`src/rtl/arrow_board_seq.sv`:
```
// Arrow board lamp sequencer: steps a linear lamp bar through OFF, STEADY,
// FLASH, SWEEP, CHASE and ALTERNATE patterns at a programmable step rate.
// A new configuration is only taken when the running pattern wraps, when
// the board is idle, or on an explicit restart.
module arrow_board_seq #(
    parameter int N_LAMPS = 16,
    parameter int RATE_W  = 16
) (
    input  logic              clk,
    input  logic              rst_n,
    input  logic [2:0]        mode,
    input  logic              dir,
    input  logic [RATE_W-1:0] rate,
    input  logic              restart,
    output logic [N_LAMPS-1:0] lamps,
    output logic              cycle_done
);

    localparam int SW = $clog2(N_LAMPS + 1);

    typedef enum logic [2:0] {
        MODE_OFF   = 3'd0,
        MODE_STEADY = 3'd1,
        MODE_FLASH = 3'd2,
        MODE_SWEEP = 3'd3,
        MODE_CHASE = 3'd4,
        MODE_ALT   = 3'd5,
        MODE_RSV6  = 3'd6,
        MODE_RSV7  = 3'd7
    } mode_t;

    mode_t             mode_q;
    logic              dir_q;
    logic [SW-1:0]     step_q;
    logic [RATE_W-1:0] cnt_q;
    logic              cycle_done_q;

    logic              tick;
    logic              running;
    logic [SW-1:0]     step_last;
    logic              wrap;
    logic              load;
    logic [N_LAMPS-1:0] pattern;

    // Tick, last-step index for the active pattern, and config-load decision.
    // Using >= lets a rate that drops below the current count end the step
    // at the very next edge instead of waiting for the counter to wrap.
    always_comb begin
        tick      = (cnt_q >= rate);
        running   = 1'b0;
        step_last = '0;
        case (mode_q)
            MODE_STEADY: begin running = 1'b1; step_last = '0;                  end
            MODE_FLASH:  begin running = 1'b1; step_last = SW'(1);              end
            MODE_SWEEP:  begin running = 1'b1; step_last = SW'(N_LAMPS);        end
            MODE_CHASE:  begin running = 1'b1; step_last = SW'(N_LAMPS - 1);    end
            MODE_ALT:    begin running = 1'b1; step_last = SW'(1);              end
            default:     begin running = 1'b0; step_last = '0;                  end
        endcase
        wrap = tick && (step_q == step_last);
        load = restart || !running || wrap;
    end

    // Config, step and prescale state; mode/dir are only sampled on a load.
    always_ff @(posedge clk) begin
        if (!rst_n) begin
            mode_q       <= MODE_OFF;
            dir_q        <= 1'b0;
            step_q       <= '0;
            cnt_q        <= '0;
            cycle_done_q <= 1'b0;
        end else begin
            cycle_done_q <= wrap && running;
            if (load) begin
                mode_q <= mode_t'(mode);
                dir_q  <= dir;
                step_q <= '0;
                cnt_q  <= '0;
            end else if (tick) begin
                step_q <= step_q + SW'(1);
                cnt_q  <= '0;
            end else begin
                cnt_q  <= cnt_q + RATE_W'(1);
            end
        end
    end

    // Lamp decode from registered state, mirrored end-for-end when dir_q is set.
    always_comb begin
        pattern = '0;
        for (int i = 0; i < N_LAMPS; i++) begin
            case (mode_q)
                MODE_STEADY: pattern[i] = 1'b1;
                MODE_FLASH:  pattern[i] = (step_q == '0);
                MODE_SWEEP:  pattern[i] = (step_q != SW'(N_LAMPS)) && (SW'(i) <= step_q);
                MODE_CHASE:  pattern[i] = (SW'(i) == step_q);
                MODE_ALT:    pattern[i] = ((i % 2) == 0) ? (step_q == '0) : (step_q == SW'(1));
                default:     pattern[i] = 1'b0;
            endcase
        end
        lamps = '0;
        for (int i = 0; i < N_LAMPS; i++) begin
            lamps[i] = dir_q ? pattern[N_LAMPS-1-i] : pattern[i];
        end
    end

    assign cycle_done = cycle_done_q;

endmodule
```
`config.mk`:
```
export PLATFORM = sky130hd
export DESIGN_NAME = arrow_board_seq
export DESIGN_NICKNAME = d
export VERILOG_FILES = /design/src/rtl/arrow_board_seq.sv
export SDC_FILE = /design/constraint.sdc
export NUM_CORES = 1
export LEC_CHECK = 0
export BUFFER_PORTS_ARGS = -buffer_cell sky130_fd_sc_hd__buf_2
export CORE_MARGIN = 5
export CORE_UTILIZATION = 51
export DETAILED_ROUTE_END_ITERATION = 16
export PLACE_DENSITY_LB_ADDON = 0.05
export SLEW_MARGIN = 20
export SYNTH_ARGS = -nofsm -noshare
export SYNTH_HDL_FRONTEND = slang
export SYNTH_SLANG_ARGS = --single-unit
export TNS_END_PERCENT = 1
```
`constraint.sdc`:
```
create_clock -name clk -period 2.55 [get_ports clk]
set_clock_uncertainty 0.1 [all_clocks]
set_input_delay 0.51 -clock clk [delete_from_list [all_inputs] [get_ports clk]]
set_output_delay 0.51 -clock clk [all_outputs]
set_load 0.02 [all_outputs]
```
Word level (Yosys, flattened, before mapping). Index checks and enable logic that the tools add are counted.

Bits in registers: 26. Bits of input ports: 23. Output and inout bits: 17. Logic and storage cells: 109.

Add/sub/neg operators: 2. $lt $le $gt $ge: 17. Eq/ne operators: 23. Muxes and demuxes: 34. Bitwise operators: 1. Reductions and logical operators: 27.

Operator list (count): 4-bit by 5-bit equality test with 1-bit output (first input constant) (8); 4-bit by 5-bit <= comparator with 1-bit output (first input constant) (8); 1-bit case mux with 5 select lines (8); 1-bit case mux with 4 select lines (7); 3-bit by 5-bit equality test with 1-bit output (first input constant) (4); 3-bit by 5-bit <= comparator with 1-bit output (first input constant) (4); 1-bit logical AND (18); 1-bit 2-to-1 mux (17); 16-bit by 1-bit adder with 16-bit output (second input constant) (1); 16-bit >= comparator (1); 5-bit case mux with 3 select lines (1); 2-bit by 5-bit equality test with 1-bit output (first input constant) (2); 1-bit by 5-bit <= comparator with 1-bit output (first input constant) (2); 2-bit by 5-bit <= comparator with 1-bit output (first input constant) (2); 3-bit by 2-bit equality test with 1-bit output (second input constant) (2); 3-bit equality test (second input constant) (2); 3-bit OR reduction (2); 5-bit by 1-bit adder with 5-bit output (second input constant) (1); 1-bit by 5-bit equality test with 1-bit output (first input constant) (1); 5-bit by 1-bit equality test with 1-bit output (second input constant) (1); 5-bit equality test (1); 5-bit logical NOT (1); 5-bit != test (second input constant) (1); 5-bit OR reduction (1); other kinds (6) (8).

Depth between registers and ports, before layout.
Depth after elaboration: 7. Depth in mapped cells: 10. Mapped depth without buffers: 8.

Worst setup path after synthesis. Ideal clock, no wire load.

Path type: flip-flop to output port. Start: register step_q[1]. End: output port lamps[10]. Arrival time: 2076 ps. Data required time: 1940 ps. Path slack: -136 ps. Stages on the path, launching flop included: 9. Buffers on the path: 0. Cell sequence: dfxtp_1 -> inv_1 -> ha_1 -> nor4b_2 -> nand3b_1 -> a21oi_1 -> a21oi_1 -> and3b_1 -> mux2i_1.

Cells in the longest elaborated chain, start to end: 4. Elaborated cells between the ends (all ways): 12. Classes of those cells: order compare: 2; eq/ne: 4; mux: 3; reduce/logical: 3.

RTL lines: start, declared (line 34) `logic [SW-1:0] step_q;`; start signal, assigned (line 80) `step_q <= step_q + SW'(1);`; 3-bit by 5-bit <= comparator with 1-bit output, or another cell as far along (line 95) `MODE_SWEEP: pattern[i] = (step_q != SW'(N_LAMPS)) && (SW'(i) <= step_q);`; 1-bit logical AND (line 95); 1-bit case mux with 5 select lines or 1-bit case mux with 4 select lines (tied branches) (line 92) `case (mode_q)`; 1-bit 2-to-1 mux (*) (line 103) `lamps[i] = dir_q ? pattern[N_LAMPS-1-i] : pattern[i];`; end, declared (line 15) `output logic [N_LAMPS-1:0] lamps,`.

Every way passes the cells marked *; elsewhere a longest branch is shown, timed or not.

Final worst setup path. Ends and elaborated chain as after synthesis.

==> reports/results.tsv <==
stage	metric	value	unit
outcome	status	finished with violations	
outcome	violations	setup timing	
worst_setup_path	path_buf_inv	3	
place	port-buffer-count	39	
floorplan	core	4320	µm²
worst_hold_path	hold_class	input pin to flop	
place	preCtsSetupSlack	-53.4	ps
grt	grt-busiest-layer	met2	
pwr	power.share.combinational	0.354	
grt	grt_overflow	0	
clock_tree	clkSinkCount	26	
cells_and_area	n_fill_cell	367	
floorplan	die_h	76.7	µm
yosys	yosysWarnings	0	
yosys	synth_cells	296	
yosys	synth_nets	339	
pwr	switching_share	0.303	
grt	grt_pass1_vias	2120	
yosys	syn_area_per_cell	7.66	µm²
worst_setup_path	worstPathRequired	1940	ps
place	place_area	2740	µm²
floorplan	start_util	0.524	
cells_and_area	finish.net_count	406	
timing	timing.final.ws_setup	-178	ps
clock_tree	clk_root_buffer_cell	clkbuf_8	
cells_and_area	final_design_area_no_fill	3000	µm²
timing	slew_viol_final	0	
cells_and_area	final_util	0.694	
floorplan	die_x	76.7	µm
worst_setup_path	startpoint_type	flop	
timing	post-route-min-period	2730	ps
clock_tree	cts_max_level	1	
cells_and_area	final_cells	414	
pwr	leakage	0.00131	µW
clock_tree	cts_tree	yes	
routing	drc	0	
routing	wl_per_cell	13.5	µm
routing	antenna_left	0	
pwr	clkPwrFrac	0.285	
yosys	synth_ff_type	dfxtp_1	
pwr	seqPwrFrac	0.361	
worst_setup_path	slowest_delay	330	ps
place	globalplace.congestion	0.932	
worst_setup_path	crit_fanout	6	
pwr	p_per_area	397	nW/µm²
timing	hold_violations	0	
yosys	seq_area_frac_synth	0.230	
timing	timing.final.crit_share	1.07	
worst_setup_path	worstPathArrival	2120	ps
grt	grtUsageMet1	0.272	
grt	grt_usage	0.197	
grt	grt_pass1_wl	9910	µm
timing	fmax	367	MHz
worst_setup_path	critPathKind	flop to output pin	
pwr	ir_drop	0.298	mV
grt	antenna_found_initial	0	
cells_and_area	area_growth_syn_to_layout	32.4	%
cells_and_area	drive_gt1_frac	0.351	
grt	gr-usage-met2	0.324	
clock_tree	cts-hold-fix-buffers	0	
run	max-cap-violations	0	
worst_setup_path	crit_slowest_cell	dfxtp_2	
timing	worst_slew_pin_slew	637	ps
yosys	ys_ff_latch	26	
clock_tree	numCtsBuffers	3	
grt	grtUsageMet3	0.0304	
floorplan	rows	24	
worst_setup_path	crit_chain	inv_2 -> ha_4 -> nor4b_4 -> nand3b_1 -> a21oi_4 -> a21oi_2 -> buf_6 -> and3b_2 -> mux2i_2 -> buf_4	
place	place_hpwl	4270	µm
cells_and_area	n_antenna_cell	0	
routing	initialDrtViolationCount	184	
routing	vias_per_cell	5.57	
yosys	synth-async-reset-ratio	0	
floorplan	ios	40	
worst_setup_path	crit_family	simple AND/OR/NAND/NOR gates	
worst_setup_path	end_kind	output pin	
timing	slew_headroom	0.575	
timing	setup_viol	16	
yosys	yosys.cell_types.count	53	
timing	whs	365	ps
clock_tree	cts.path.max_buffers	2	
clock_tree	clock_latency	270	ps
floorplan	dieArea	5880	µm²
routing	vias	2305	
routing	wl	5570	µm
yosys	syn-cell-area	2270	µm²
place	dp.cells	407	
routing	first_pass_iters	4	
grt	grt_start_max_net_pins	16	
pwr	internal_power	830	µW
timing	rsz0062_at_grt	yes	
pwr	p_sw	361	µW
clock_tree	clk_pin_slew	80	ps
yosys	synth_edf_count	0	
[tightest hold or removal path, stage by stage]
cell,delay (ps)
buf_2,90
nand2_1,40
mux2i_1,50
[kinds of logic (layout without fill, tap and decap cells)]
kind of cell,count (synthesis),in the layout,share of synthesized area
buf+inv,39,105,0.0751
simple gates,115,115,0.251
fa+ha+maj,20,20,0.110
compound gates,60,60,0.177
flops,26,26,0.230
xor+xnor,15,15,0.0580
mux,21,21,0.0988
[registers in the layout, indices dropped and copies added (netlist names)]
signal,flops
dir_q,1
mode_q,3
cycle_done,1
cnt_q,16
step_q,5
[placed cells by master, fill, tap and decap left out, types with 3 or more instances in the layout]
cell and n:
mux2_2 9, dfxtp_2 6, nand3_1 9, o21ai_0 8, a21oi_1 19, buf_4 40
nand4_1 5, a21oi_4 3, mux2i_2 5, buf_2 29, nor2_1 36, inv_1 23
o21a_1 3, and2_1 3, nand2_1 30, xor2_1 8, clkbuf_8 3, and3_1 5
dfxtp_1 20, xnor2_1 7, buf_6 5, mux2i_1 5, a31oi_1 4, nand3b_1 4
nand2b_1 3, ha_1 19
[power by group through the flow]
stage | combinational (µW) | sequential (µW) | clock (µW)
floorplan | 257 | 426 | 0
global placement | 362 | 437 | 0
detailed placement | 366 | 438 | 0
CTS | 389 | 429 | 347
global route | 458 | 433 | 362
finish | 422 | 430 | 339
[what timing repair did]
action | 4_1_cts | 5_1_grt
setup buffers | 4 | 0
setup endpoints to repair | 16 | 16
resized for setup | 30 | 18
pin swaps | 6 | 1
[metal layers]
layer,up-vias,routed length [µm]
li1,1170,-
met1,1062,2680
met2,65,2550
met3,8,286
met4,0,50
met5,-,0
[path summary, 6_finish.rpt]
kind                                start         to  slack (ps)  depth (start not counted)
worst max register to register   cnt_q[2]   cnt_q[2]         360                          9
worst min-delay path              mode[1]  mode_q[1]         360                          3
worst max-delay path            step_q[1]  lamps[10]        -180                         10
worst min register to register  mode_q[1]  mode_q[1]         410                          2
[per-stage QoR]
| step | TNS (ps) | power, µW |
|---|---|---|
| 2_1_floorplan | -364 | 684 |
| 3_3_place_gp | 0 | 799 |
| 3_5_place_dp | -115 | 804 |
| 4_1_cts | -1990 | 1160 |
| 5_1_grt | -3840 | 1250 |
| 6_report | -1940 | 1190 |
[cells in the mapped netlist (all sizes together) (2+ instances only)]
master / count / area share
nand2: 31 / 0.051
clkbuf: 5 / 0.0083
o21a: 4 / 0.017
o32ai: 2 / 0.0077
nand3: 9 / 0.020
or3: 4 / 0.014
inv: 26 / 0.044
a21oi: 24 / 0.055
nor4: 3 / 0.0083
a211oi: 2 / 0.0066
xor2: 8 / 0.031
a31oi: 4 / 0.011
nand3b: 4 / 0.013
dfxtp: 26 / 0.23
a221oi: 2 / 0.010
mux2i: 10 / 0.044
ha: 20 / 0.11
mux2: 11 / 0.055
and2: 3 / 0.0083
and3: 6 / 0.017
o22ai: 2 / 0.0083
nand2b: 3 / 0.0083
nand4: 5 / 0.014
o21ai: 10 / 0.022
buf: 8 / 0.023
nor3: 4 / 0.011
nor3b: 2 / 0.0066
nor2: 36 / 0.060
xnor2: 7 / 0.027
o221ai: 2 / 0.0077
[area by class of cell]
type / instances / area (µm²) / share of cell area
multi-input cells: 231 / 1710 / 0.571
flip-flops and latches: 26 / 528 / 0.176
inverters: 26 / 100 / 0.0334
well taps: 52 / 65.1 / 0.0217
repair buffers: 75 / 522 / 0.174
clock buffers: 3 / 41.3 / 0.0138
clock inverters: 1 / 30.0 / 0.0100
Note: power is estimated with default switching activity, not from simulation.
